**config.mk**
```make
export PLATFORM = sky130hd
export DESIGN_NAME = multicycle_adder_flat
export DESIGN_NICKNAME = d
export VERILOG_FILES = /design/src/rtl/multicycle_adder_pkg.sv /design/src/rtl/multicycle_adder_if.sv /design/src/rtl/full_adder.sv /design/src/rtl/multicycle_adder_slice.sv /design/src/rtl/multicycle_adder.sv /design/src/flat_wrapper.sv
export SDC_FILE = /design/constraint.sdc
export NUM_CORES = 1
export LEC_CHECK = 0
export CORE_UTILIZATION = 57
export DETAILED_ROUTE_END_ITERATION = 7
export DONT_BUFFER_PORTS = 1
export PLACE_DENSITY = 0.84
export SLEW_MARGIN = 0
export SYNTH_ARGS = -nofsm -noshare
export SYNTH_HDL_FRONTEND = slang
export SYNTH_SLANG_ARGS = --single-unit
```
**constraint.sdc**
```tcl
create_clock -name clk -period 4.19 [get_ports clk]
set_input_delay 1.257 -clock clk [delete_from_list [all_inputs] [get_ports clk]]
set_output_delay 1.257 -clock clk [all_outputs]
set_load 0.05 [all_outputs]
```
**src/rtl/multicycle_adder_pkg.sv**
```systemverilog
// Shared types and elaboration helpers for the multi-cycle ripple adder.
package multicycle_adder_pkg;

    typedef enum logic [1:0] {
        IDLE = 2'd0,
        RUN  = 2'd1,
        DONE = 2'd2
    } state_t;

    function automatic int calc_nstep(input int width, input int digit);
        return width / digit;
    endfunction

    function automatic bit params_legal(input int width, input int digit);
        return (digit >= 1) && (digit <= width) && ((width % digit) == 0);
    endfunction

    // A one-step adder still needs a one-bit counter to keep the datapath legal.
    function automatic int cnt_width(input int nstep);
        return (nstep > 1) ? $clog2(nstep) : 1;
    endfunction

endpackage

```
**src/rtl/multicycle_adder_if.sv**
```systemverilog
// Producer/consumer handshake bundle for multicycle_adder.
// The sub port exists only when MULTICYCLE_ADDER_SUB_EN is defined.
interface multicycle_adder_if #(
    parameter int WIDTH = 32
);
    logic             in_valid;
    logic             in_ready;
    logic [WIDTH-1:0] a;
    logic [WIDTH-1:0] b;
    logic             c_in;
`ifdef MULTICYCLE_ADDER_SUB_EN
    logic             sub;
`endif
    logic             out_valid;
    logic             out_ready;
    logic [WIDTH-1:0] sum;
    logic             c_out;
    logic             overflow;

`ifdef MULTICYCLE_ADDER_SUB_EN
    modport master (
        output in_valid, a, b, c_in, sub, out_ready,
        input  in_ready, out_valid, sum, c_out, overflow
    );
    modport slave (
        input  in_valid, a, b, c_in, sub, out_ready,
        output in_ready, out_valid, sum, c_out, overflow
    );
`else
    modport master (
        output in_valid, a, b, c_in, out_ready,
        input  in_ready, out_valid, sum, c_out, overflow
    );
    modport slave (
        input  in_valid, a, b, c_in, out_ready,
        output in_ready, out_valid, sum, c_out, overflow
    );
`endif

endinterface

```
**src/rtl/full_adder.sv**
```systemverilog
// One-bit full adder cell.
module full_adder (
    input  logic i_a,
    input  logic i_b,
    input  logic i_c,
    output logic o_s,
    output logic o_c
);
    assign o_s = i_a ^ i_b ^ i_c;
    assign o_c = (i_a & i_b) | (i_c & (i_a ^ i_b));
endmodule

```
**src/rtl/multicycle_adder_slice.sv**
```systemverilog
// Combinational DIGIT-bit ripple slice built from full_adder cells.
// Also exposes the carry into its MSB so the caller can derive signed overflow.
module digit_adder_slice #(
    parameter int DIGIT = 8
) (
    input  logic [DIGIT-1:0] i_a,
    input  logic [DIGIT-1:0] i_b,
    input  logic             i_c,
    output logic [DIGIT-1:0] o_s,
    output logic             o_c,
    output logic             o_c_msb
);
    logic [DIGIT:0] w_c;

    assign w_c[0] = i_c;

    generate
        for (genvar gi = 0; gi < DIGIT; gi++) begin : g_fa
            full_adder u_fa (
                .i_a (i_a[gi]),
                .i_b (i_b[gi]),
                .i_c (w_c[gi]),
                .o_s (o_s[gi]),
                .o_c (w_c[gi+1])
            );
        end
    endgenerate

    assign o_c     = w_c[DIGIT];
    assign o_c_msb = w_c[DIGIT-1];
endmodule

```
**src/rtl/multicycle_adder.sv**
```systemverilog
// WIDTH-bit adder that processes DIGIT bits per clock through one reused slice.
// Define MULTICYCLE_ADDER_SUB_EN to add a subtract mode (a + ~b + 1).
module multicycle_adder
    import multicycle_adder_pkg::*;
#(
    parameter int WIDTH = 32,
    parameter int DIGIT = 8
) (
    input  logic                  clk,
    input  logic                  rst_n,
    multicycle_adder_if.slave     bus
);
    localparam int NSTEP = calc_nstep(WIDTH, DIGIT);
    localparam int CNT_W = cnt_width(NSTEP);
    localparam logic [CNT_W-1:0] LAST_STEP = CNT_W'(NSTEP - 1);

    generate
        if (!params_legal(WIDTH, DIGIT)) begin : g_param_check
            $error("multicycle_adder: WIDTH must be a multiple of DIGIT with 1 <= DIGIT <= WIDTH");
        end
    endgenerate

    state_t           r_state;
    state_t           w_state_next;
    logic [WIDTH-1:0] r_a;
    logic [WIDTH-1:0] r_b;
    logic [WIDTH-1:0] r_acc;
    logic [WIDTH-1:0] r_sum;
    logic [CNT_W-1:0] r_cnt;
    logic             r_carry;
    logic             r_c_last;
    logic             r_ovf_last;
    logic             r_c_out;
    logic             r_ovf;
    logic             r_out_valid;

    logic [DIGIT-1:0] w_dig_s;
    logic             w_dig_co;
    logic             w_dig_cmsb;
    logic             w_in_ready;
    logic             w_accept;
    logic             w_last;
    logic             w_publish;
    logic             w_release;
    logic             w_sub;
    logic [WIDTH-1:0] w_b_eff;
    logic             w_c_init;

`ifdef MULTICYCLE_ADDER_SUB_EN
    assign w_sub = bus.sub;
`else
    assign w_sub = 1'b0;
`endif

    assign w_b_eff  = w_sub ? ~bus.b : bus.b;
    assign w_c_init = w_sub ? 1'b1 : bus.c_in;

    assign w_accept  = w_in_ready && bus.in_valid;
    assign w_last    = (r_cnt == LAST_STEP);
    assign w_publish = (r_state == DONE) && !r_out_valid;
    assign w_release = r_out_valid && bus.out_ready;

    digit_adder_slice #(
        .DIGIT (DIGIT)
    ) u_slice (
        .i_a     (r_a[DIGIT-1:0]),
        .i_b     (r_b[DIGIT-1:0]),
        .i_c     (r_carry),
        .o_s     (w_dig_s),
        .o_c     (w_dig_co),
        .o_c_msb (w_dig_cmsb)
    );

    always_ff @(posedge clk or negedge rst_n) begin
        if (!rst_n) begin
            r_state <= IDLE;
        end else begin
            r_state <= w_state_next;
        end
    end

    always_comb begin
        w_state_next = r_state;
        w_in_ready   = 1'b0;
        case (r_state)
            IDLE: begin
                w_in_ready = 1'b1;
                if (bus.in_valid) begin
                    w_state_next = RUN;
                end
            end
            RUN: begin
                if (w_last) begin
                    w_state_next = DONE;
                end
            end
            DONE: begin
                if (w_release) begin
                    w_state_next = IDLE;
                end
            end
            default: w_state_next = IDLE;
        endcase
    end

    // Operands shift right so the slice always sees digit 0; finished digits
    // enter the accumulator from the top and end up in place after NSTEP steps.
    always_ff @(posedge clk or negedge rst_n) begin
        if (!rst_n) begin
            r_a         <= '0;
            r_b         <= '0;
            r_acc       <= '0;
            r_cnt       <= '0;
            r_carry     <= 1'b0;
            r_c_last    <= 1'b0;
            r_ovf_last  <= 1'b0;
        end else if (w_accept) begin
            r_a     <= bus.a;
            r_b     <= w_b_eff;
            r_carry <= w_c_init;
            r_cnt   <= '0;
        end else if (r_state == RUN) begin
            r_a     <= r_a >> DIGIT;
            r_b     <= r_b >> DIGIT;
            r_acc   <= (r_acc >> DIGIT) | (WIDTH'(w_dig_s) << (WIDTH - DIGIT));
            r_carry <= w_dig_co;
            r_cnt   <= r_cnt + 1'b1;
            if (w_last) begin
                r_c_last   <= w_dig_co;
                r_ovf_last <= w_dig_co ^ w_dig_cmsb;
            end
        end
    end

    // Result registers update once per operation and hold until the next one.
    always_ff @(posedge clk or negedge rst_n) begin
        if (!rst_n) begin
            r_sum       <= '0;
            r_c_out     <= 1'b0;
            r_ovf       <= 1'b0;
            r_out_valid <= 1'b0;
        end else if (w_publish) begin
            r_sum       <= r_acc;
            r_c_out     <= r_c_last;
            r_ovf       <= r_ovf_last;
            r_out_valid <= 1'b1;
        end else if (w_release) begin
            r_out_valid <= 1'b0;
        end
    end

    assign bus.in_ready  = w_in_ready;
    assign bus.out_valid = r_out_valid;
    assign bus.sum       = r_sum;
    assign bus.c_out     = r_c_out;
    assign bus.overflow  = r_ovf;

endmodule

```
**src/flat_wrapper.sv**
```systemverilog
// flat-port wrapper written by rule: the top's interface ports become plain ports
module multicycle_adder_flat import multicycle_adder_pkg::*;
#(
    parameter int WIDTH = 32,
    parameter int DIGIT = 8
)
  (clk, rst_n, bus_in_valid, bus_a, bus_b, bus_c_in, bus_out_ready, bus_in_ready, bus_out_valid, bus_sum, bus_c_out, bus_overflow);
  multicycle_adder_if #(.WIDTH(WIDTH)) bus_i ();
  input  logic clk;
  input  logic rst_n;
  input wire logic [$bits(bus_i.in_valid)-1:0] bus_in_valid;
  input wire logic [$bits(bus_i.a)-1:0] bus_a;
  input wire logic [$bits(bus_i.b)-1:0] bus_b;
  input wire logic [$bits(bus_i.c_in)-1:0] bus_c_in;
  input wire logic [$bits(bus_i.out_ready)-1:0] bus_out_ready;
  output wire logic [$bits(bus_i.in_ready)-1:0] bus_in_ready;
  output wire logic [$bits(bus_i.out_valid)-1:0] bus_out_valid;
  output wire logic [$bits(bus_i.sum)-1:0] bus_sum;
  output wire logic [$bits(bus_i.c_out)-1:0] bus_c_out;
  output wire logic [$bits(bus_i.overflow)-1:0] bus_overflow;
  assign bus_i.in_valid = bus_in_valid;
  assign bus_i.a = bus_a;
  assign bus_i.b = bus_b;
  assign bus_i.c_in = bus_c_in;
  assign bus_i.out_ready = bus_out_ready;
  assign bus_in_ready = bus_i.in_ready;
  assign bus_out_valid = bus_i.out_valid;
  assign bus_sum = bus_i.sum;
  assign bus_c_out = bus_i.c_out;
  assign bus_overflow = bus_i.overflow;
  multicycle_adder #(.WIDTH(WIDTH), .DIGIT(DIGIT)) u_core (.clk(clk), .rst_n(rst_n), .bus(bus_i));
endmodule
```
==> summary.md <==
| Metric | Value |
|---|---|
| Status | `finished with violations` |
| Failing checks | `design-rule violations` |
| Largest net degree at the start of global routing | `139` |
| Total congestion overflow | `0` |
| Number of flops mapped to enable cells by yosys | `0` |
| Synth async-reset ratio | `100.0%` |
| Worst r2r path cells | `12` |
| Post-route ant nets | `0` |
| Final hold violation count | `0` |
| H-tree levels | `4` |
| Syn_nets | `549` |
| Worst hold path class | `in2async` |
| Synth top area cells | `dfrtp_1 60%, mux2_2 11%, o22ai_1 8.2%` |
| Storage element area | `0.003453 mm²` |
| Most frequent cell after synthesis | `dfrtp_1` |
| Relative slew slack | `18.49%` |
| Detailed-route via count | `between 3,000 and 4,000` |
| I/O pins | `105` |
| Peak supply drop | `0.0005102 V` |
| FF+latch count, synth | `about 140` |
| CTS tree | `built` |
| Crit path cell chain | `fa_2 -> fa_2 -> fa_2 -> fa_1 -> fa_1 -> inv_1 -> fa_1 -> inv_1 -> fa_2 -> inv_1 -> fa_2 -> o21ai_0` |
| CTS Root Cell | `clkbuf_8` |
| Count of input and output buffers | `0` |
| Number of global-route vias before repair | `3,870` |
| Ratio of cells with drive above 1 in the final layout | `a little under a quarter` |
| CTS Hold Bufs | `0` |
| Primary flip-flop cell chosen by synthesis mapping | `dfrtp_1` |
| CP max stage delay | `460 ps` |
| CP max FO | `2` |
| Max Root-Sink Buffers | `2` |
| Routed wire length | `12,310 µm` |
| Max Clk Rate | `roughly 240 MHz` |
| Mean Syn Cell Area | `around 12 µm²` |
| Clock Latency Late Sink | `520 ps` |
| WL/cell | `roughly 20 µm` |
| Antenna cells | `0` |
| Global placement routability congestion | `0.8906` |
| Required time of the critical path | `4610 ps` |
| Skew final | `6.936 ps` |
| First-pass GRT wire length | `19,640 µm` |
| Combinational share of power | `around 30%` |
| Leak pwr | `2.703 nW` |
| CP arrival | `4500 ps` |
| Pwr per Cell Area | `1042 mW/mm²` |
| Share of total power in sequential cells | `46.2%` |
| Initial antenna violation count | `0` |
| Largest area contributor in the netlist | `dfrtp_1` |
| Clock Sinks | `138` |
| Final HPWL DP | `7940 µm` |
| Die Span Y | `102.7 µm` |
| Worst Max-Slew Pin Slew | `about 1200 ps` |
| Area grow syn2layout | `11.28%` |
| Slowest cell on crit path | `fa_1` |
| Crit. End Element | `register` |
| Top cell type's share of synthesized area | `between 50% and 60%` |
| Switching Share | `between 40% and 50%` |
| Post-route DRC violation count | `2` |
| Post-synth cell types | `31` |
| Fill count | `745` |
| Gr usage total | `25.21%` |
| Critical path type | `reg2reg` |
| Core Box Area | `a little under 0.01 mm²` |
| Finished layout cell area | `0.006432 mm²` |
| Placed insts | `570` |
| Non-Filler Instances | `602` |
| Placed inst area | `~0.0058 mm²` |
| Max cap viols | `0` |
| Min Tclk post-route | `4086 ps` |
| CTS Buf Count | `17` |
| Finish-stage setup viols | `0` |
| Min Hold Slack | `429.4 ps` |
| Area of the multi-input gates | `0.002120 mm²` |
| Core Rows | `36` |
| Pint | `around 4.0 mW` |
| Final setup TNS | `0 ps` |
| Mapped Cells | `471` |
| CP dominant cell by count | `fa_2` |
| DR iter-0 viols | `approximately 200` |
| Die W | `102.7 µm` |
| Post-synthesis sequential area ratio | `roughly three fifths` |
| Post-Syn Area | `just under 0.006 mm²` |
| Synthesis warning total | `0` |
| Vias per std cell | `6.282` |
| Startpoint types | `register` |
| Clock share of power | `22.9%` |
| Initial Util | `around three fifths` |
| Pre-Repair DR Iteration Count | `7` |
| Net switching power | `approximately 2.7 mW` |
| Total die area | `0.01055 mm²` |
| Clk slew on worst S/H paths | `60 ps` |
| Synth top cells by count | `138 x dfrtp_1, 76 x o22ai_1, 55 x mux2_2` |
| Final worst-path cycle share | `97.51%` |
| Final layout net count | `approximately 540` |
| Fin. max-slew vios | `0` |
[registers in the layout, summed over array words and instances (netlist names)]
register and cells:
u_core.bus.sum 32, u_core.r_a 32, u_core.r_acc 32, u_core.r_b 32
u_core.r_cnt 2, u_core.r_state 2, u_core.bus.c_out 1, u_core.bus.out_valid 1
u_core.bus.overflow 1, u_core.r_c_last 1, u_core.r_carry 1, u_core.r_ovf_last 1
[layout by cell type (no fill, tap or decap), types with 3 or more instances in the layout]
master | Yosys | final
nor2_1 | 14 | 14
inv_1 | 9 | 9
o221a_2 | 4 | 4
mux2_1 | 9 | 9
nand2_1 | 19 | 19
mux2_2 | 55 | 55
bufinv_16 | 0 | 4
fa_1 | 8 | 3
clkinvlp_4 | 0 | 4
dfrtp_1 | 138 | 138
a32o_1 | 4 | 4
clkbuf_16 | 0 | 16
fa_2 | 0 | 5
clkbuf_8 | 0 | 3
o21ai_0 | 30 | 30
nand3b_1 | 5 | 5
o22ai_1 | 76 | 76
a21oi_1 | 45 | 45
buf_4 | 0 | 5
[area by class of cell]
class / instances / share of cell area (%)
multi-input combinational: 284 / 32.95
sequential: 138 / 53.69
inverter: 11 / 0.6419
timing repair buffer: 5 / 0.5835
tap: 133 / 2.587
clock buffer: 20 / 6.925
clock inverter: 11 / 2.626
[metal layers]
| metal | vias to the layer above | GRT usage (%) | wire length [µm] |
|---|---|---|---|
| li1 | 1709 | - | - |
| met5 | - | 0 | 0 |
| met4 | 0 | 9.890 | 307 |
| met2 | 152 | 40.77 | 6074 |
| met1 | 1889 | 30.06 | 4807 |
| met3 | 32 | 10.51 | 1119 |
[cells by family after synthesis]
group                    after synthesis  share of synthesized area [%]
flip-flops                           138                          59.74
buffers and inverters                 49                          3.853
multiplexers                          64                          12.47
AO/OA/AOI/OAI                        165                          17.08
adder cells (fa/ha/maj)                9                          2.987
AND/OR/NAND/NOR                       45                          3.723
XOR/XNOR                               1                         0.1515
[power groups by stage]
stage	logic, mW	clock network, mW	registers (mW)
global placement	1.89	0	3.06
detailed placement	2.03	0	3.12
global route	2.30	1.61	3.19
CTS	2.06	1.56	3.10
floorplan	1.74	0	2.91
finish	2.07	1.54	3.10
[per-stage QoR]
stage,worst slack (ps),power (mW),util (%)
2_1_floorplan,168.5,4.649,-
3_3_place_gp,30.92,4.950,59.05
3_5_place_dp,-94.92,5.150,59.05
4_1_cts,0.7794,6.716,65.35
5_1_grt,-2.670,7.102,65.51
6_report,104.2,6.704,65.51
[path summary, 6_finish.rpt]
check | start | endpoint | slack, ps
max in group asynchronous | rst_n | u_core.r_b[15]$_DFFE_PN0P_ | 3610
hold / removal | rst_n | u_core.r_acc[17]$_DFFE_PN0P_ | 430
setup reg to reg | u_core.r_b[0]$_DFFE_PN0P_ | u_core.r_acc[31]$_DFFE_PN0P_ | 100
hold reg to reg | u_core.r_ovf_last$_DFFE_PN0P_ | u_core.r_ovf_last$_DFFE_PN0P_ | 490
setup / recovery | u_core.r_b[0]$_DFFE_PN0P_ | u_core.r_acc[31]$_DFFE_PN0P_ | 100
min in group clk | u_core.r_ovf_last$_DFFE_PN0P_ | u_core.r_ovf_last$_DFFE_PN0P_ | 490
[critical path, delay by kind of cell, from the launching register on]
| family | cells | cell delay (ps) |
|---|---|---|
| adders and majority gates | 8 | 3150 |
| DFF | 1 | 400 |
| AOI/OAI and AO/OA | 1 | 150 |
| buffers and inverters | 3 | 260 |
[timing repair]
action / 4_1_cts / 5_1_grt
buffers inserted: 0 / 1
gates resized for setup: 2 / 3
endpoints found under the setup margin: 2 / 2
Note: power is estimated with default switching activity, not from simulation.
